--- src/rtl/mips_decode_pkg.sv ---
// MIPS instruction-format constants and the decoded-field struct shared by
// the fetch/decode buffer and the decode stage.
package mips_decode_pkg;

   localparam int WORD_W = 32;

   localparam logic [5:0] OP_RTYPE = 6'h00;
   localparam logic [5:0] OP_J     = 6'h02;
   localparam logic [5:0] OP_JAL   = 6'h03;

   localparam int OPCODE_LSB = 26;
   localparam int RS_LSB     = 21;
   localparam int RT_LSB     = 16;
   localparam int RD_LSB     = 11;
   localparam int SHAMT_LSB  = 6;
   localparam int FUNCT_LSB  = 0;
   localparam int IMM16_LSB  = 0;
   localparam int TARGET_LSB = 0;

   typedef struct packed {
      logic [5:0]  opcode;
      logic [4:0]  rs;
      logic [4:0]  rt;
      logic [4:0]  rd;
      logic [4:0]  shamt;
      logic [5:0]  funct;
      logic [15:0] imm16;
      logic [25:0] target;
   } instr_fields_t;

endpackage

--- src/rtl/instr_fields.sv ---
// Pure combinational slicer from a 32-bit MIPS word to its named fields.
module instr_fields
   import mips_decode_pkg::*;
(
   input  logic [WORD_W-1:0] i_instr,
   output instr_fields_t     o_fields
);

   always_comb begin
      o_fields        = '0;
      o_fields.opcode = i_instr[OPCODE_LSB +: 6];
      o_fields.rs     = i_instr[RS_LSB     +: 5];
      o_fields.rt     = i_instr[RT_LSB     +: 5];
      o_fields.rd     = i_instr[RD_LSB     +: 5];
      o_fields.shamt  = i_instr[SHAMT_LSB  +: 5];
      o_fields.funct  = i_instr[FUNCT_LSB  +: 6];
      o_fields.imm16  = i_instr[IMM16_LSB  +: 16];
      o_fields.target = i_instr[TARGET_LSB +: 26];
   end

endmodule

--- src/rtl/instr_decode_buf.sv ---
// 2-entry ready/valid skid between fetch and decode, presenting the head entry
// pre-sliced. Optional NOP dropping when INSTR_DECODE_BUF_NOP_SQUASH_EN is defined.
module instr_decode_buf
   import mips_decode_pkg::*;
#(
   parameter int PC_W    = 32,
   parameter int INSTR_W = 32
) (
   input  logic               clk,
   input  logic               rst_n,
   input  logic               in_valid,
   output logic               in_ready,
   input  logic [INSTR_W-1:0] in_instr,
   input  logic [PC_W-1:0]    in_pc,
   input  logic               flush,
   output logic               out_valid,
   input  logic               out_ready,
   output logic [INSTR_W-1:0] out_instr,
   output logic [PC_W-1:0]    out_pc,
   output logic [5:0]         out_opcode,
   output logic [4:0]         out_rs,
   output logic [4:0]         out_rt,
   output logic [4:0]         out_rd,
   output logic [4:0]         out_shamt,
   output logic [5:0]         out_funct,
   output logic [15:0]        out_imm16,
   output logic [25:0]        out_target,
   output logic               out_is_rtype,
   output logic               out_is_jtype,
   output logic               out_is_itype
`ifdef INSTR_DECODE_BUF_NOP_SQUASH_EN
   ,
   output logic               nop_squashed
`endif
);

   logic [INSTR_W-1:0] r_instr [2];
   logic [PC_W-1:0]    r_pc    [2];
   logic               r_wptr;
   logic               r_rptr;
   logic [1:0]         r_count;

   logic               w_push;
   logic               w_pop;
   logic               w_write;
   instr_fields_t      w_fields;

   // Handshakes depend only on registered occupancy, never on the other side.
   assign in_ready  = (r_count != 2'd2);
   assign out_valid = (r_count != 2'd0);
   assign w_push    = in_valid && in_ready;
   assign w_pop     = out_valid && out_ready;

`ifdef INSTR_DECODE_BUF_NOP_SQUASH_EN
   logic r_nop_squashed;
   logic w_is_nop;

   assign w_is_nop     = (in_instr == '0);
   assign w_write      = w_push && !w_is_nop;
   assign nop_squashed = r_nop_squashed;

   always_ff @(posedge clk or negedge rst_n) begin
      if (!rst_n) r_nop_squashed <= 1'b0;
      else        r_nop_squashed <= w_push && w_is_nop && !flush;
   end
`else
   assign w_write = w_push;
`endif

   always_ff @(posedge clk or negedge rst_n) begin
      if (!rst_n) begin
         r_wptr  <= 1'b0;
         r_rptr  <= 1'b0;
         r_count <= 2'd0;
         for (int i = 0; i < 2; i++) begin
            r_instr[i] <= '0;
            r_pc[i]    <= '0;
         end
      end else if (flush) begin
         r_wptr  <= 1'b0;
         r_rptr  <= 1'b0;
         r_count <= 2'd0;
      end else begin
         if (w_write) begin
            r_instr[r_wptr] <= in_instr;
            r_pc[r_wptr]    <= in_pc;
            r_wptr          <= ~r_wptr;
         end
         if (w_pop) r_rptr <= ~r_rptr;
         case ({w_write, w_pop})
            2'b10:   r_count <= r_count + 2'd1;
            2'b01:   r_count <= r_count - 2'd1;
            default: r_count <= r_count;
         endcase
      end
   end

   assign out_instr = r_instr[r_rptr];
   assign out_pc    = r_pc[r_rptr];

   instr_fields u_fields (
      .i_instr  (out_instr),
      .o_fields (w_fields)
   );

   assign out_opcode = w_fields.opcode;
   assign out_rs     = w_fields.rs;
   assign out_rt     = w_fields.rt;
   assign out_rd     = w_fields.rd;
   assign out_shamt  = w_fields.shamt;
   assign out_funct  = w_fields.funct;
   assign out_imm16  = w_fields.imm16;
   assign out_target = w_fields.target;

   // Stale head fields are visible when empty; only the class flags are gated.
   assign out_is_rtype = out_valid && (w_fields.opcode == OP_RTYPE);
   assign out_is_jtype = out_valid && ((w_fields.opcode == OP_J) || (w_fields.opcode == OP_JAL));
   assign out_is_itype = out_valid && !out_is_rtype && !out_is_jtype;

endmodule

--- config.mk ---
export PLATFORM = sky130hd
export DESIGN_NAME = instr_decode_buf
export DESIGN_NICKNAME = d
export VERILOG_FILES = /design/src/rtl/mips_decode_pkg.sv /design/src/rtl/instr_fields.sv /design/src/rtl/instr_decode_buf.sv
export SDC_FILE = /design/constraint.sdc
export NUM_CORES = 1
export LEC_CHECK = 0
export CAP_MARGIN = 20
export CORE_MARGIN = 2
export CORE_UTILIZATION = 42
export CTS_CLUSTER_DIAMETER = 40
export DETAILED_ROUTE_END_ITERATION = 10
export PLACE_DENSITY_LB_ADDON = 0.25
export SLEW_MARGIN = 15
export SYNTH_ARGS = -nofsm -noshare
export SYNTH_HDL_FRONTEND = slang
export SYNTH_SLANG_ARGS = --single-unit
--- constraint.sdc ---
create_clock -name clk -period 1.7 [get_ports clk]
set_input_delay 0.34 -clock clk [delete_from_list [all_inputs] [get_ports clk]]
set_output_delay 0.34 -clock clk [all_outputs]
set_load 0.03 [all_outputs]
==> results_dict.tcl, run 1 <==
set metrics [dict create \
    crit_path_end_kind "output port" \
    setup_ws_ns -0.524 \
    num_rows 45 \
    post_drt_wl_per_cell_um 19.2 \
    cts_root_buf "clkbuf_16" \
    die-area_um2 16200 \
    synthesis.area_um2 6380 \
    die_h_um 127 \
    cts_buffers 17 \
    fin_util_pct 69.9 \
    coreArea_um2 15000 \
    netlist_top_cells_area "dfrtp_1, mux2_2, buf_4" \
    ys_seq_elements 132 \
    antenna_cells 0 \
    ant_nets 0 \
    syn-num-nets 520 \
    drt-initial-drc-count 164 \
    cts_tree "yes" \
    worst_pin_slew_ns 0.446 \
    rsz0062_at_grt "true" \
    gp_congestion 0.712 \
    arrival_ns 1.88 \
    combPwrFrac_pct 43.6 \
    nNetsFinal 737 \
    period_needed_ns 2.22 \
    antenna_found_initial 0 \
    p_leak_nw 4.93 \
    grt_max_degree 48 \
    fin_crit_sh_pct 131 \
    finalInstanceArea_um2 10500 \
    clk_path_buf_depth 2 \
    initial_core_util_pct 42.4 \
    slew-limit-headroom_pct 70.3 \
    switching_share_pct 33.0 \
    yosys-top-cells-count "mux2_2, dfrtp_1, buf_4" \
    yosys_warnings 0 \
    required_ns 1.36 \
    syn-mean-instance-area_um2 14.1 \
    peakVddDrop_uv 724 \
    placed_area_um2 8380 \
    layout-drive-gt1-share_pct 67.1 \
    die_width_um 127 \
    maxCapViolations 0 \
    wl_um 16700 \
    p_int_w 0.00966 \
    skew_ns 0.00536 \
    fill_cells 988 \
    clock_latency_ns 0.41 \
    grt_pass1_vias 4493 \
    synth_ff_type "dfrtp_1" \
    switchingPower_w 0.00475 \
    synth_top_area_share_pct 51.8 \
    dp_hpwl_um 9640 \
    cp_max_fo 5 \
    setup_viol 222 \
    seqPwrFrac_pct 30.4 \
    synth_cells 451 \
    grtUsageTotal_pct 18.5 \
    clkTransAtPathRegs_ns 0.05 \
    vias 4328 \
    hold_viol 0 \
    synth_seq_area_share_pct 51.8 \
    io_buffers 211 \
    crit_type "reg -> out" \
    drc 0 \
    clkPwrFrac_pct 26.1 \
    ios 212 \
    h-tree-depth 4 \
    slew_violations 0 \
    areaGrowthSynthToFinish_pct 64.8 \
    hp-class "in -> async" \
    async_flop_share_pct 100 \
    synth_cell_type_count 27 \
    synthMostInstantiatedCell "mux2_2" \
    violations "negative setup slack" \
    outcome "finished, violations left" \
    clock_sinks 132 \
    p_per_area_nw_per_um2 1370 \
    start_kind "flip-flop" \
    synth_edf_count 0 \
    grt_overflow_total 0 \
    synth_top_cell_by_area "dfrtp_1" \
    first_pass_iters 6 \
    timing.fmax_ghz 0.450 \
    vias_per_cell 4.98 \
    grt_pass1_wl_um 23200 \
]
## state kept, by name, indices dropped and copies added (netlist names)
signal   cells
r_count      2
r_instr     64
r_pc        64
r_rptr       1
r_wptr       1
## placed cells by master (no fill, tap or decap), types with 2 or more instances in the layout
cell / n
a21oi_1: 3
buf_12: 26
buf_2: 6
buf_4: 28
buf_6: 149
buf_8: 7
bufinv_16: 3
clkbuf_1: 3
clkbuf_16: 25
clkbuf_8: 4
clkdlybuf4s50_1: 67
clkinv_2: 3
clkinv_4: 2
dfrtp_1: 131
inv_1: 2
mux2_2: 64
mux2_4: 127
nor2_1: 3
o211ai_1: 2
o21ai_0: 4
## worst max-delay path, cell delays in order (launching register included)
cell and delay, ns:
dfrtp_2 0.46, buf_12 0.15, buf_12 0.13, buf_8 0.13, buf_12 0.12, mux2_2 0.30
buf_2 0.19
## repair_timing
| action | 4_1_cts | 5_1_grt |
|---|---|---|
| pin swaps | 4 | 6 |
| endpoints found under the hold margin | 23 | 0 |
| resized for setup | 546 | 533 |
| hold buffers | 1 | 0 |
| endpoints found under the setup margin | 146 | 264 |
| setup buffers | 17 | 25 |
| cloned | 2 | 9 |
## area by class of cell
class / instances / area, µm² / area share, %
clock inverters: 8 / 123 / 1.17
inverters: 4 / 20.0 / 0.190
clock buffers: 24 / 492 / 4.68
repair buffers: 293 / 3450 / 32.8
multi-input cells: 220 / 2880 / 27.4
flip-flops and latches: 132 / 3300 / 31.4
well taps: 188 / 235 / 2.24
## logic make-up after synthesis
family	share of synthesized area, %
AOI/OAI and AO/OA	1.35
and+or+nand+nor	1.49
xor gates and xnor gates	0.137
muxes	33.9
DFF	51.8
buffers and inverters	11.3
## per-layer routing
metal  GRT usage, %  wire length, µm  vias up
li1               -                -     1950
met1           22.6             7210     2215
met2           30.9             8410      155
met3           6.37              985        8
met4           6.08              115        0
met5              0                0        -
## path summary, 6_finish.rpt
path	startpoint	endpoint	slack, ns	cells after the start
worst max-delay path	r_rptr$_DFFE_PN0P_	out_target[6]	-0.52	6
worst max register to register	r_count[1]$_DFFE_PN0P_	r_instr[17]$_DFFE_PN0P_	-0.11	8
max in group asynchronous	rst_n	r_instr[37]$_DFFE_PN0P_	0.65	3
worst min register to register	r_instr[0]$_DFFE_PN0P_	r_instr[0]$_DFFE_PN0P_	0.50	1
min in group clk	r_instr[0]$_DFFE_PN0P_	r_instr[0]$_DFFE_PN0P_	0.50	1
worst min-delay path	rst_n	r_instr[49]$_DFFE_PN0P_	0.43	2
## power groups by stage
stage,sequential (W),clock (W),combinational [W]
after floorplan,0.00419,0,0.00373
after detailed placement,0.00433,0,0.00514
final,0.00437,0.00375,0.00628
after global placement,0.00427,0,0.00508
after CTS,0.00428,0.00382,0.00499
after global routing,0.00447,0.00399,0.00657
## stage by stage
| step | hold slack [ns] | power [W] | cells | setup TNS, ns | setup WS, ns |
|---|---|---|---|---|---|
| 5_1_grt | 0.432 | 0.0150 | 869 | -74.29 | -0.577 |
| 6_report | 0.434 | 0.0144 | 869 | -60.07 | -0.524 |
| 2_1_floorplan | 0.0444 | 0.00792 | 451 | 0 | 0.0111 |
| 3_3_place_gp | 0.299 | 0.00935 | 785 | -55.40 | -0.310 |
| 4_1_cts | 0.416 | 0.0131 | 837 | -67.85 | -0.679 |
| 3_5_place_dp | 0.308 | 0.00947 | 785 | -58.36 | -0.332 |
(Power assumes the default switching activity.)
==> run 2, diff against run 1 <==
- clock period: 1.7 -> 1.8 ns (I/O delays scaled with it)
==> run 2 against run 1 <==
  * The flow still finishes with violations (negative setup slack)
  * Worst hold slack better by 0.026 ns
  * First-iteration DRC count shrank 5.5%
  * Largest power group unchanged
  * Largest cell class is now registers
  * Critical path depth is 1 lower
  * Count of clock-buffer cells in the layout decreased by 2
==> results_dict.tcl, run 2 (synthesis gave the netlist of run 1 again) <==
set metrics [dict create \
    violations "negative setup slack" \
    grt_max_degree 39 \
    hold_viol 0 \
    grtUsageTotal_pct 17.9 \
    cp_top_family "buffers and inverters" \
    antenna_cells 0 \
    gp_congestion 0.788 \
    ios 212 \
    clk_path_buf_depth 2 \
    wl_um 15100 \
    cpPeakStageDelay_ns 0.46 \
    clock_sinks 132 \
    power_w 0.0137 \
    vias_per_cell 4.94 \
    clkTransAtPathRegs_ns 0.05 \
    outcome "finished, violations left" \
    crit_type "reg -> out" \
    peakVddDrop_uv 849 \
    placed_area_um2 8410 \
    grt_pass1_vias 4450 \
    start_kind "flip-flop" \
    num_rows 45 \
    skew_ns 0.00602 \
    nNetsFinal 718 \
    dp_hpwl_um 10100 \
    timing.fmax_ghz 0.467 \
    grt_pass1_wl_um 22600 \
    die-area_um2 16200 \
    initial_core_util_pct 42.4 \
    fill_cells 1048 \
    drc 0 \
    cts_root_buf "clkbuf_16" \
    slew-limit-headroom_pct 69.4 \
    vias 4197 \
    slew_violations 0 \
    largestRegisters "r_instr (64), r_pc (64), r_count (2)" \
    cpMaxStageDelayCell "dfrtp_2" \
    final_common_cell "buf_6" \
    grt_overflow_total 0 \
    crit_path_end_kind "output port" \
    fin_crit_sh_pct 119 \
    maxCapViolations 0 \
    cp_cell_sequence "buf_6 > buf_8 > buf_8 > mux2_4 > buf_6" \
    setup_ws_ns -0.343 \
    post_drt_wl_per_cell_um 17.8 \
    path_depth 5 \
    crit_start "r_rptr$_DFFE_PN0P_" \
    coreArea_um2 15000 \
    r2r-start "r_count[1]$_DFFE_PN0P_" \
    areaGrowthSynthToFinish_pct 56.1 \
    layout-drive-gt1-share_pct 66.4 \
    required_ns 1.44 \
    clock_latency_ns 0.41 \
    place_ws_ns -0.345 \
    drt-initial-drc-count 155 \
    setup_viol 141 \
    layout_common_cells "buf_6, dfrtp_1, mux2_2" \
    antenna_found_initial 0 \
    h-tree-depth 4 \
    hp-class "in -> async" \
    cts_tree "yes" \
    p_per_area_nw_per_um2 1370 \
    finalInstanceArea_um2 9950 \
    ant_nets 0 \
    rsz0062_at_grt "true" \
    worst_pin_slew_ns 0.459 \
    io_buffers 211 \
    die_h_um 127 \
    first_pass_iters 4 \
    p_leak_nw 4.50 \
    period_needed_ns 2.14 \
    crit_buf_inv 4 \
    arrival_ns 1.78 \
    die_width_um 127 \
    reg2regPathDepth 6 \
    cp_max_fo 6 \
    cts_buffers 17 \
]
## run 2: cell types whose count changed in the layout (fill, tap and decap cells not counted), moves of 3 or more
cell       change
buf_2          -5
clkbuf_16      -4
mux2_4        -66
mux2_2        +61
clkbuf_1       -3
mux2_1         +5
buf_6          +7
buf_12        -13
## run 2: metal layers
metal  wire length, µm  GRT usage (%)  up-vias
met5                 0              0        -
met1              5860           20.2     2148
li1                  -              -     1906
met4               385           8.08        0
met3               568           3.69       30
met2              8310           32.8      113
## run 2: layout make-up
cell class | instances | area, µm² | share of cell area (%)
flip-flops and latches | 132 | 3310 | 33.2
repair buffers | 274 | 3080 | 30.9
multi-input cells | 220 | 2650 | 26.6
clock buffers | 22 | 494 | 4.97
well taps | 188 | 235 | 2.36
clock inverters | 9 | 173 | 1.73
inverters | 4 | 17.5 | 0.176
## run 2: timing repair
action / 4_1_cts / 5_1_grt
gates resized for setup: 706 / 244
pin swaps: 3 / 4
hold endpoints to repair: 27 / 0
hold buffers: 1 / 0
buffers inserted: 6 / 9
setup endpoints to repair: 207 / 159
gates cloned: 0 / 5
## run 2: final timing paths
path,endpoint,slack (ns)
worst max-delay path,out_imm16[2],-0.34
worst min-delay path,r_pc[60]$_DFFE_PN0P_,0.46
worst max register to register,r_instr[57]$_DFFE_PN0P_,0.06
worst min register to register,r_instr[43]$_DFFE_PN0P_,0.49
max in group asynchronous,r_pc[18]$_DFFE_PN0P_,0.77
min in group clk,r_instr[43]$_DFFE_PN0P_,0.49
## run 2: report_power, final
part	total (W)	switching (W)	internal, W	leakage [nW]
combinational	0.00571	0.00280	0.00291	2.60
clock	0.00385	0.00122	0.00263	0.328
sequential	0.00409	0.000404	0.00369	1.57
## run 2: worst register-to-register path, delay by kind of cell (launching register included)
family / cells / cell delay, ns
muxes: 1 / 0.35
buffers and inverters: 3 / 0.48
DFF: 1 / 0.44
and+or+nand+nor: 2 / 0.35
## run 2: stage by stage
stage	util, %	TNS [ns]	instances	hold slack, ns
after global routing	66.2	-40.93	849	0.504
after global placement	56.0	-50.27	797	0.338
after CTS	59.9	-36.46	835	0.460
final	66.2	-35.08	849	0.460
after detailed placement	56.0	-52.51	797	0.352
after floorplan	-	-5.25	451	0.0644
